## src/rtl/uart_tx_stream_buffer_if.sv

```systemverilog
// Byte-stream buffer bundle: parser-side write strobe/status plus UART transmit handshake.
// Latency: none, wires only.
// Backpressure: in_full_o on the write side, tx_busy_i on the UART side.
interface uart_tx_stream_buffer_if #(
   parameter int DEPTH_LOG2 = 4
);
   logic                  in_en_i;
   logic [7:0]            in_data_i;
   logic                  in_full_o;
   logic [DEPTH_LOG2:0]   level_o;
   logic                  overflow_o;
   logic                  tx_irq_o;
   logic [7:0]            tx_data_o;
   logic                  tx_busy_i;

   // Buffer side: suffixes are named from the buffer's point of view.
   modport slave (
      input  in_en_i, in_data_i, tx_busy_i,
      output in_full_o, level_o, overflow_o, tx_irq_o, tx_data_o
   );

   // Producer / UART side.
   modport master (
      output in_en_i, in_data_i, tx_busy_i,
      input  in_full_o, level_o, overflow_o, tx_irq_o, tx_data_o
   );
endinterface

```

## src/rtl/uart_tx_stream_buffer.sv

```systemverilog
// Buffers parser bytes in a FIFO and feeds them one at a time to the UART, optional LF after CR.
// Latency: write to tx_irq_o pulse is 2 clocks minimum (empty FIFO, UART idle).
// Backpressure: writes while full are dropped (sticky overflow); drain waits on tx_busy_i with ack timeout.
module uart_tx_stream_buffer #(
   parameter int DEPTH_LOG2      = 4,
   parameter bit CRLF_EXPAND     = 1'b1,
   parameter int ACK_TIMEOUT_CLK = 15
) (
   input  logic                    clk_i,
   input  logic                    rst_i,
   uart_tx_stream_buffer_if.slave  bus
);
   localparam int DEPTH = 1 << DEPTH_LOG2;
   localparam int CW    = $clog2(ACK_TIMEOUT_CLK + 1);

   typedef enum logic [1:0] {ST_IDLE, ST_ACK, ST_DRAIN} state_t;

   logic [7:0]          mem_q [DEPTH];
   logic [DEPTH_LOG2:0] wr_ptr_q, wr_ptr_d;
   logic [DEPTH_LOG2:0] rd_ptr_q, rd_ptr_d;
   logic                overflow_q, overflow_d;
   state_t              state_q, state_d;
   logic [CW-1:0]       cnt_q, cnt_d;
   logic                lf_pend_q, lf_pend_d;
   logic                tx_irq_q, tx_irq_d;
   logic [7:0]          tx_data_q, tx_data_d;

   logic                full, empty, wr_fire, pop;
   logic [7:0]          head;

   // Pointers carry one extra wrap bit so full and empty are distinguishable.
   assign full    = (wr_ptr_q[DEPTH_LOG2] != rd_ptr_q[DEPTH_LOG2]) &&
                    (wr_ptr_q[DEPTH_LOG2-1:0] == rd_ptr_q[DEPTH_LOG2-1:0]);
   assign empty   = (wr_ptr_q == rd_ptr_q);
   assign wr_fire = bus.in_en_i && !full;
   assign head    = mem_q[rd_ptr_q[DEPTH_LOG2-1:0]];

   // Storage array, written only when there is room.
   always_ff @(posedge clk_i) begin
      if (wr_fire) begin
         mem_q[wr_ptr_q[DEPTH_LOG2-1:0]] <= bus.in_data_i;
      end
   end

   // Pointer and sticky overflow next-state; full uses this cycle's registered pointers.
   always_comb begin
      wr_ptr_d   = wr_ptr_q;
      rd_ptr_d   = rd_ptr_q;
      overflow_d = overflow_q;
      if (wr_fire) begin
         wr_ptr_d = wr_ptr_q + 1'b1;
      end
      if (bus.in_en_i && full) begin
         overflow_d = 1'b1;
      end
      if (pop) begin
         rd_ptr_d = rd_ptr_q + 1'b1;
      end
   end

   // Drain FSM: pending LF beats FIFO data; ACK gives up after the timeout and counts the byte as sent.
   always_comb begin
      state_d   = state_q;
      cnt_d     = cnt_q;
      lf_pend_d = lf_pend_q;
      tx_irq_d  = 1'b0;
      tx_data_d = tx_data_q;
      pop       = 1'b0;
      case (state_q)
         ST_IDLE: begin
            if (lf_pend_q && !bus.tx_busy_i) begin
               tx_data_d = 8'h0A;
               tx_irq_d  = 1'b1;
               lf_pend_d = 1'b0;
               cnt_d     = '0;
               state_d   = ST_ACK;
            end else if (!empty && !bus.tx_busy_i) begin
               tx_data_d = head;
               tx_irq_d  = 1'b1;
               pop       = 1'b1;
               if (CRLF_EXPAND && (head == 8'h0D)) begin
                  lf_pend_d = 1'b1;
               end
               cnt_d     = '0;
               state_d   = ST_ACK;
            end
         end
         ST_ACK: begin
            if (bus.tx_busy_i) begin
               state_d = ST_DRAIN;
            end else if (cnt_q == CW'(ACK_TIMEOUT_CLK - 1)) begin
               state_d = ST_IDLE;
            end else begin
               cnt_d = cnt_q + CW'(1);
            end
         end
         ST_DRAIN: begin
            if (!bus.tx_busy_i) begin
               state_d = ST_IDLE;
            end
         end
         default: begin
            state_d = ST_IDLE;
         end
      endcase
   end

   // State registers; reset discards queued bytes and any pending LF.
   always_ff @(posedge clk_i or posedge rst_i) begin
      if (rst_i) begin
         wr_ptr_q   <= '0;
         rd_ptr_q   <= '0;
         overflow_q <= 1'b0;
         state_q    <= ST_IDLE;
         cnt_q      <= '0;
         lf_pend_q  <= 1'b0;
         tx_irq_q   <= 1'b0;
         tx_data_q  <= 8'h00;
      end else begin
         wr_ptr_q   <= wr_ptr_d;
         rd_ptr_q   <= rd_ptr_d;
         overflow_q <= overflow_d;
         state_q    <= state_d;
         cnt_q      <= cnt_d;
         lf_pend_q  <= lf_pend_d;
         tx_irq_q   <= tx_irq_d;
         tx_data_q  <= tx_data_d;
      end
   end

   assign bus.in_full_o  = full;
   assign bus.level_o    = wr_ptr_q - rd_ptr_q;
   assign bus.overflow_o = overflow_q;
   assign bus.tx_irq_o   = tx_irq_q;
   assign bus.tx_data_o  = tx_data_q;
endmodule

```

## src/flat_wrapper.sv

```systemverilog
// flat-port wrapper written by rule: the top's interface ports become plain ports
module uart_tx_stream_buffer_flat 
#(
   parameter int DEPTH_LOG2      = 4,
   parameter bit CRLF_EXPAND     = 1'b1,
   parameter int ACK_TIMEOUT_CLK = 15
)
  (clk_i, rst_i, bus_in_en_i, bus_in_data_i, bus_tx_busy_i, bus_in_full_o, bus_level_o, bus_overflow_o, bus_tx_irq_o, bus_tx_data_o);
  uart_tx_stream_buffer_if #(.DEPTH_LOG2(DEPTH_LOG2)) bus_i ();
  input  logic clk_i;
  input  logic rst_i;
  input wire logic [$bits(bus_i.in_en_i)-1:0] bus_in_en_i;
  input wire logic [$bits(bus_i.in_data_i)-1:0] bus_in_data_i;
  input wire logic [$bits(bus_i.tx_busy_i)-1:0] bus_tx_busy_i;
  output wire logic [$bits(bus_i.in_full_o)-1:0] bus_in_full_o;
  output wire logic [$bits(bus_i.level_o)-1:0] bus_level_o;
  output wire logic [$bits(bus_i.overflow_o)-1:0] bus_overflow_o;
  output wire logic [$bits(bus_i.tx_irq_o)-1:0] bus_tx_irq_o;
  output wire logic [$bits(bus_i.tx_data_o)-1:0] bus_tx_data_o;
  assign bus_i.in_en_i = bus_in_en_i;
  assign bus_i.in_data_i = bus_in_data_i;
  assign bus_i.tx_busy_i = bus_tx_busy_i;
  assign bus_in_full_o = bus_i.in_full_o;
  assign bus_level_o = bus_i.level_o;
  assign bus_overflow_o = bus_i.overflow_o;
  assign bus_tx_irq_o = bus_i.tx_irq_o;
  assign bus_tx_data_o = bus_i.tx_data_o;
  uart_tx_stream_buffer #(.DEPTH_LOG2(DEPTH_LOG2), .CRLF_EXPAND(CRLF_EXPAND), .ACK_TIMEOUT_CLK(ACK_TIMEOUT_CLK)) u_core (.clk_i(clk_i), .rst_i(rst_i), .bus(bus_i));
endmodule
```

## config.mk

```make
export PLATFORM = sky130hd
export DESIGN_NAME = uart_tx_stream_buffer_flat
export DESIGN_NICKNAME = d
export VERILOG_FILES = /design/src/rtl/uart_tx_stream_buffer_if.sv /design/src/rtl/uart_tx_stream_buffer.sv /design/src/flat_wrapper.sv
export SDC_FILE = /design/constraint.sdc
export NUM_CORES = 1
export LEC_CHECK = 0
export ABC_AREA = 1
export BUFFER_PORTS_ARGS = -buffer_cell sky130_fd_sc_hd__buf_4
export CELL_PAD_IN_SITES_DETAIL_PLACEMENT = 1
export CELL_PAD_IN_SITES_GLOBAL_PLACEMENT = 1
export CORE_ASPECT_RATIO = 1.2
export CORE_UTILIZATION = 29
export CTS_CLUSTER_DIAMETER = 120
export DETAILED_ROUTE_END_ITERATION = 10
export PLACE_DENSITY_LB_ADDON = 0.1
export SLEW_MARGIN = 20
export SYNTH_ARGS = -nofsm -noshare
export SYNTH_HDL_FRONTEND = slang
export SYNTH_SLANG_ARGS = --single-unit
```

## constraint.sdc

```tcl
create_clock -name clk_i -period 3.6 [get_ports clk_i]
set_clock_uncertainty 0.1 [all_clocks]
set_input_delay 0.36 -clock clk_i [delete_from_list [all_inputs] [get_ports clk_i]]
set_output_delay 0.36 -clock clk_i [all_outputs]
set_load 0.1 [all_outputs]
```

**Word level (Yosys, flattened, before mapping)**

Memory sizes are Yosys's and may differ from the RTL's.
Cells that the tools add are included.

- Memories kept: 1
- Memory bits (writable): 128
- Bits in registers: 27
- Output and inout bits: 16

- Muxes and demuxes: 23
- Equality and inequality tests: 12
- Reductions and logical operators: 16
- Add/sub/neg operators: 4

Memories:

| name | depth | bits a word | read ports | clocked after Yosys merged registers in | wr ports | RTL line | source |
|---|---|---|---|---|---|---|---|
| u_core.mem_q | 16 | 8 | 1 | 0 | 1 | uart_tx_stream_buffer.sv:18 | `logic [7:0] mem_q [DEPTH];` |

Operators by type and width:

| kind | count |
|---|---|
| $mux W4 | 4 |
| $mux W8 | 2 |
| $add A5 B1 Y5 const B | 2 |
| $mux W1 | 10 |
| $mux W2 | 5 |
| $eq A8 B4 Y1 const B | 1 |
| $pmux W4 S2 | 1 |
| $ne A2 B2 Y1 const B | 3 |
| $pmux W2 S3 | 1 |
| $reduce_and A3 Y1 | 2 |
| $reduce_bool A2 Y1 | 3 |
| $eq A5 B5 Y1 | 1 |
| $logic_and A1 B1 Y1 | 5 |
| $sub A5 B5 Y5 | 1 |
| $add A4 B1 Y4 const B | 1 |
| $eq A4 B4 Y1 | 1 |
| $eq A4 B4 Y1 const B | 1 |
| $reduce_and A4 Y1 | 1 |
| $logic_not A1 Y1 | 3 |
| $ne A3 B1 Y1 const B | 1 |
| $ne A3 B2 Y1 const B | 1 |
| $eq A2 B1 Y1 const B | 1 |
| $eq A2 B2 Y1 const B | 1 |
| $logic_not A2 Y1 | 1 |
| 2 further kinds | 2 |

**Longest topological paths before layout**

- Depth after elaboration: 6
- Gate-level depth with buffers: 15
- Gate-level depth less buffers: 13

**Worst setup path after synthesis**

No wires, ideal clock.

- Path kind: register to output
- Start: reg u_core.rd_ptr_q[1]
- End: out bus_level_o[3]
- Data arrival time: 2720 ps
- Cell stages (with the launch flop): 8
- Path buffers: 2
- Path slack: 420 ps
- Path through: dfrtp_1 > buf_2 > inv_2 > buf_2 > ha_1 > nand2_1 > o21ai_0 > xor2_1

- Longest elaborated chain between the ends: 1

Ends and longest elaborated chain:

| element | RTL line | source |
|---|---|---|
| from (decl) | uart_tx_stream_buffer.sv:20 | `logic [DEPTH_LOG2:0] rd_ptr_q, rd_ptr_d;` |
| from (signal assigned) | uart_tx_stream_buffer.sv:121 | `rd_ptr_q <= rd_ptr_d;` |
| $sub A5 B5 Y5 | uart_tx_stream_buffer.sv:132 | `assign bus.level_o = wr_ptr_q - rd_ptr_q;` |
| to (decl) | flat_wrapper.sv:16 | `output wire logic [$bits(bus_i.level_o)-1:0] bus_level_o;` |

Every way passes these cells.

**Worst setup path in the final report**

- Start: reg u_core.rd_ptr_q[2]
- End: mem u_core.mem_q[3][3] (enable)

- Longest elaborated chain between the ends: 6

Ends and longest elaborated chain:

| element | RTL line | source |
|---|---|---|
| $eq A4 B4 Y1 | uart_tx_stream_buffer.sv:33 | `(wr_ptr_q[DEPTH_LOG2-1:0] == rd_ptr_q[DEPTH_LOG2-1:0]);` |
| $logic_and A1 B1 Y1 | uart_tx_stream_buffer.sv:32 | `assign full = (wr_ptr_q[DEPTH_LOG2] != rd_ptr_q[DEPTH_LOG2]) &&` |
| $logic_not A1 Y1 | uart_tx_stream_buffer.sv:35 | `assign wr_fire = bus.in_en_i && !full;` |
| $logic_and A1 B1 Y1 | uart_tx_stream_buffer.sv:35 |  |
| $mux W1 | uart_tx_stream_buffer.sv:40 | `if (wr_fire) begin` |
| $mux W1 (implied by the code) | uart_tx_stream_buffer.sv:41 | `mem_q[wr_ptr_q[DEPTH_LOG2-1:0]] <= bus.in_data_i;` |
| to (decl) | uart_tx_stream_buffer.sv:18 |  |

Every way passes these cells.

==> results.md <==
* Status: complete, no violations
* Layout fillers at 2,508
* Endpoints failing hold at 0
* Finished Layout Cells at a little over 900
* Standard-cell row count at 60
* RR Startpoint: u_core.rd_ptr_q[2]
* Max-capacitance violation count at 0
* Hold Path Class: in2reg
* Commonest non-fill, non-tap cell in the layout: edfxtp_1
* CTS max path bufs at 2
* Final instance area at a little under 8000 um2
* WL per Instance at around 20 um
* Port bufs at 27
* Hold Crit Start: bus_in_en_i
* Number of global-route vias before repair at approximately 4,700
* GR Util met2 at between 20 and 30%
* Initial DRC count at around 360
* Routed WL at approximately 18,000 um
* Starting Density at between 20% and 30%
* Critical path cell sequence: clkinv_1, ha_1, nand2_1, nor2_1, inv_1, o21ai_0, inv_1, nand2_1, nor2_1
* Post-synth top area cell: edfxtp_1
* Critical Path RT at 3.56 ns
* Post-Synthesis Cells at around 610
* Worst path arrival time at 2.92 ns
* Crit-path slowest cell: nor2_1
* Final worst slack at 0.637 ns
* Clk slew on worst S/H paths at about 0.070 ns
* Final cycle utilization of the critical path at slightly above 80%
* Most Crowded Layer GR: met2
* Final net count at around 660
* Mean post-synth cell area at 10.9 um2
* Setup Fix Bufs, Post-CTS at 0
* RSZ-0062 raised after global routing: no
* CTS tree: done
* Fin Setup TNS at 0 ns
* Die Wd at approximately 140 um
* Syn Nets at around 630
* Ant diodes at 0
* DP Worst Slack at 0.622 ns
* GRT overflow at 0
* Cts-stage hold buffer count at 1
* Initial antenna violation count at 0
* Top Ports at 28
* Clock Sink Count at approximately 160
* Critical Path Start: u_core.rd_ptr_q[2]
* Inst Count DP at around 900
* Die H at 168 um
* Startpoint types: register
* Clk Latency, worst-skew pair at around 0.42 ns
* Distinct cells, synth at 31
* CTS Root Cell: clkbuf_16
* Synth area leaders: edfxtp_1 58%, dfrtp_1 10%, nor2_1 6.8%
* Largest net degree at the start of global routing at between 40 and 50
* Post-cts resize count at 0
* All-layer global routing usage at between 15 and 20%
* Seq cells post-synth at between 150 and 200
* Setup-failing EPs final at 0
* Sequential fraction of the synthesis area at between 60 and 70%
* Pins Over Slew Limit at 0
* CP top delay family: simple AND/OR/NAND/NOR gates
* Met1 Use GR at between 20% and 30%
* Share of layout cells above drive strength 1 at a little under an eighth
* P&R area growth vs syn at 15.6%
* Antenna Nets Post-Route at 0
* Slew HR at between 50% and 60%
* Ys Warns at 0
* Crit end category: register
* Via density at ~4.7
* Core area at around 23,000 um2
* Drt pass-1 iters at 4
* Post-Syn Area at between 6000 and 7000 um2
* First-pass GRT wire length at roughly 28,000 um
* Crit path largest cell delay at around 0.62 ns
* CTS Buf Count at 17
* Peak Freq at around 0.34 GHz
* Buf/Inv on CP at 3
* Gpl congestion at ~0.84
* CTS H-Tree Depth at 4
* Slew @ Worst Pin at slightly above 0.7 ns
* Met3 GRT Util at under 10%
* Crit path max fanout at 8
* Vias at approximately 4,400
* Die footprint at about 24,000 um2
* Drt drc at 0
* Worst setup path class: reg2reg
* Commonest cells after routing, fill and taps aside: 128 x edfxtp_1, 120 x nor2_1, 116 x nand2_1, 51 x inv_1, 37 x o21ai_0
* Minimum clock period at around 3.0 ns
* Post-synth top area share at between 50% and 60%
* Placed Instance Area at about 7100 um2
* Dpl hpwl at 12,600 um
worst register-to-register path, stage by stage (launching register included):
cell and delay [ns]:
dfrtp_1 0.35, clkinv_1 0.21, ha_1 0.42, nand2_1 0.11, nor2_1 0.06, inv_1 0.06
o21ai_0 0.16, inv_1 0.22, nand2_1 0.28, nor2_1 0.62
cell type report:
class	count	area [um2]	share of cell area, %
flip-flops and latches	155	4520	58.7
inverters	55	209	2.71
well taps	279	349	4.53
clock inverters	14	109	1.41
clock buffers	18	439	5.70
multi-input cells	376	1800	23.4
repair buffers	35	278	3.61
logic make-up after synthesis:
group	share of synthesized area, %
AND/OR/NAND/NOR	16.2
AO/OA/AOI/OAI	6.46
flip-flops	67.8
XOR/XNOR	1.95
buffers and inverters	5.22
adder cells (fa/ha/maj)	2.36
stage by stage:
stage | hold slack [ns] | util [%]
finish | 0.0472 | 34.2
global route | 0.0378 | 34.2
CTS | 0.0358 | 34.2
detailed placement | 0.353 | 31.7
global placement | 0.341 | 31.7
floorplan | 0.313 | -
worst paths after layout:
kind | slack (ns) | end | cells past startpoint
max in group asynchronous | 2.32 | u_core.bus.tx_data_o[3] | 4
hold reg to reg | 0.37 | u_core.bus.overflow_o | 1
hold / removal | 0.05 | u_core.bus.overflow_o | 2
setup / recovery | 0.64 | u_core.mem_q[3][3] | 9
setup reg to reg | 0.64 | u_core.mem_q[3][3] | 9
min in group asynchronous | 0.44 | u_core.bus.overflow_o | 3
cell usage after synthesis, drive strengths merged:
| library cell | count |
|---|---|
| nand3 | 30 |
| nand4 | 2 |
| clkbuf | 5 |
| nor3 | 1 |
| nand2 | 116 |
| clkinv | 1 |
| a22o | 4 |
| buf | 18 |
| xnor2 | 2 |
| o211ai | 4 |
| ha | 11 |
| nor2 | 122 |
| fa | 1 |
| a21o | 1 |
| a21oi | 4 |
| o22ai | 3 |
| edfxtp | 128 |
| dfrtp | 27 |
| xor2 | 12 |
| o21ai | 63 |
| inv | 54 |
routing by layer:
metal / up-vias / share of wire, %
met4: 0 / 1.8
li1: 2099 / -
met5: - / 0
met2: 85 / 50
met3: 24 / 3.0
met1: 2183 / 45
state kept, by name, indices dropped and copies added (netlist names):
name / flops
u_core.cnt_q: 4
u_core.lf_pend_q: 1
u_core.rd_ptr_q: 5
u_core.bus.overflow_o: 1
u_core.mem_q: 128
u_core.bus.tx_data_o: 8
u_core.wr_ptr_q: 5
u_core.state_q: 2
u_core.bus.tx_irq_o: 1
Power is not shown: default switching activity piles up to over one toggle a cycle in this logic, so the estimate is an artifact.
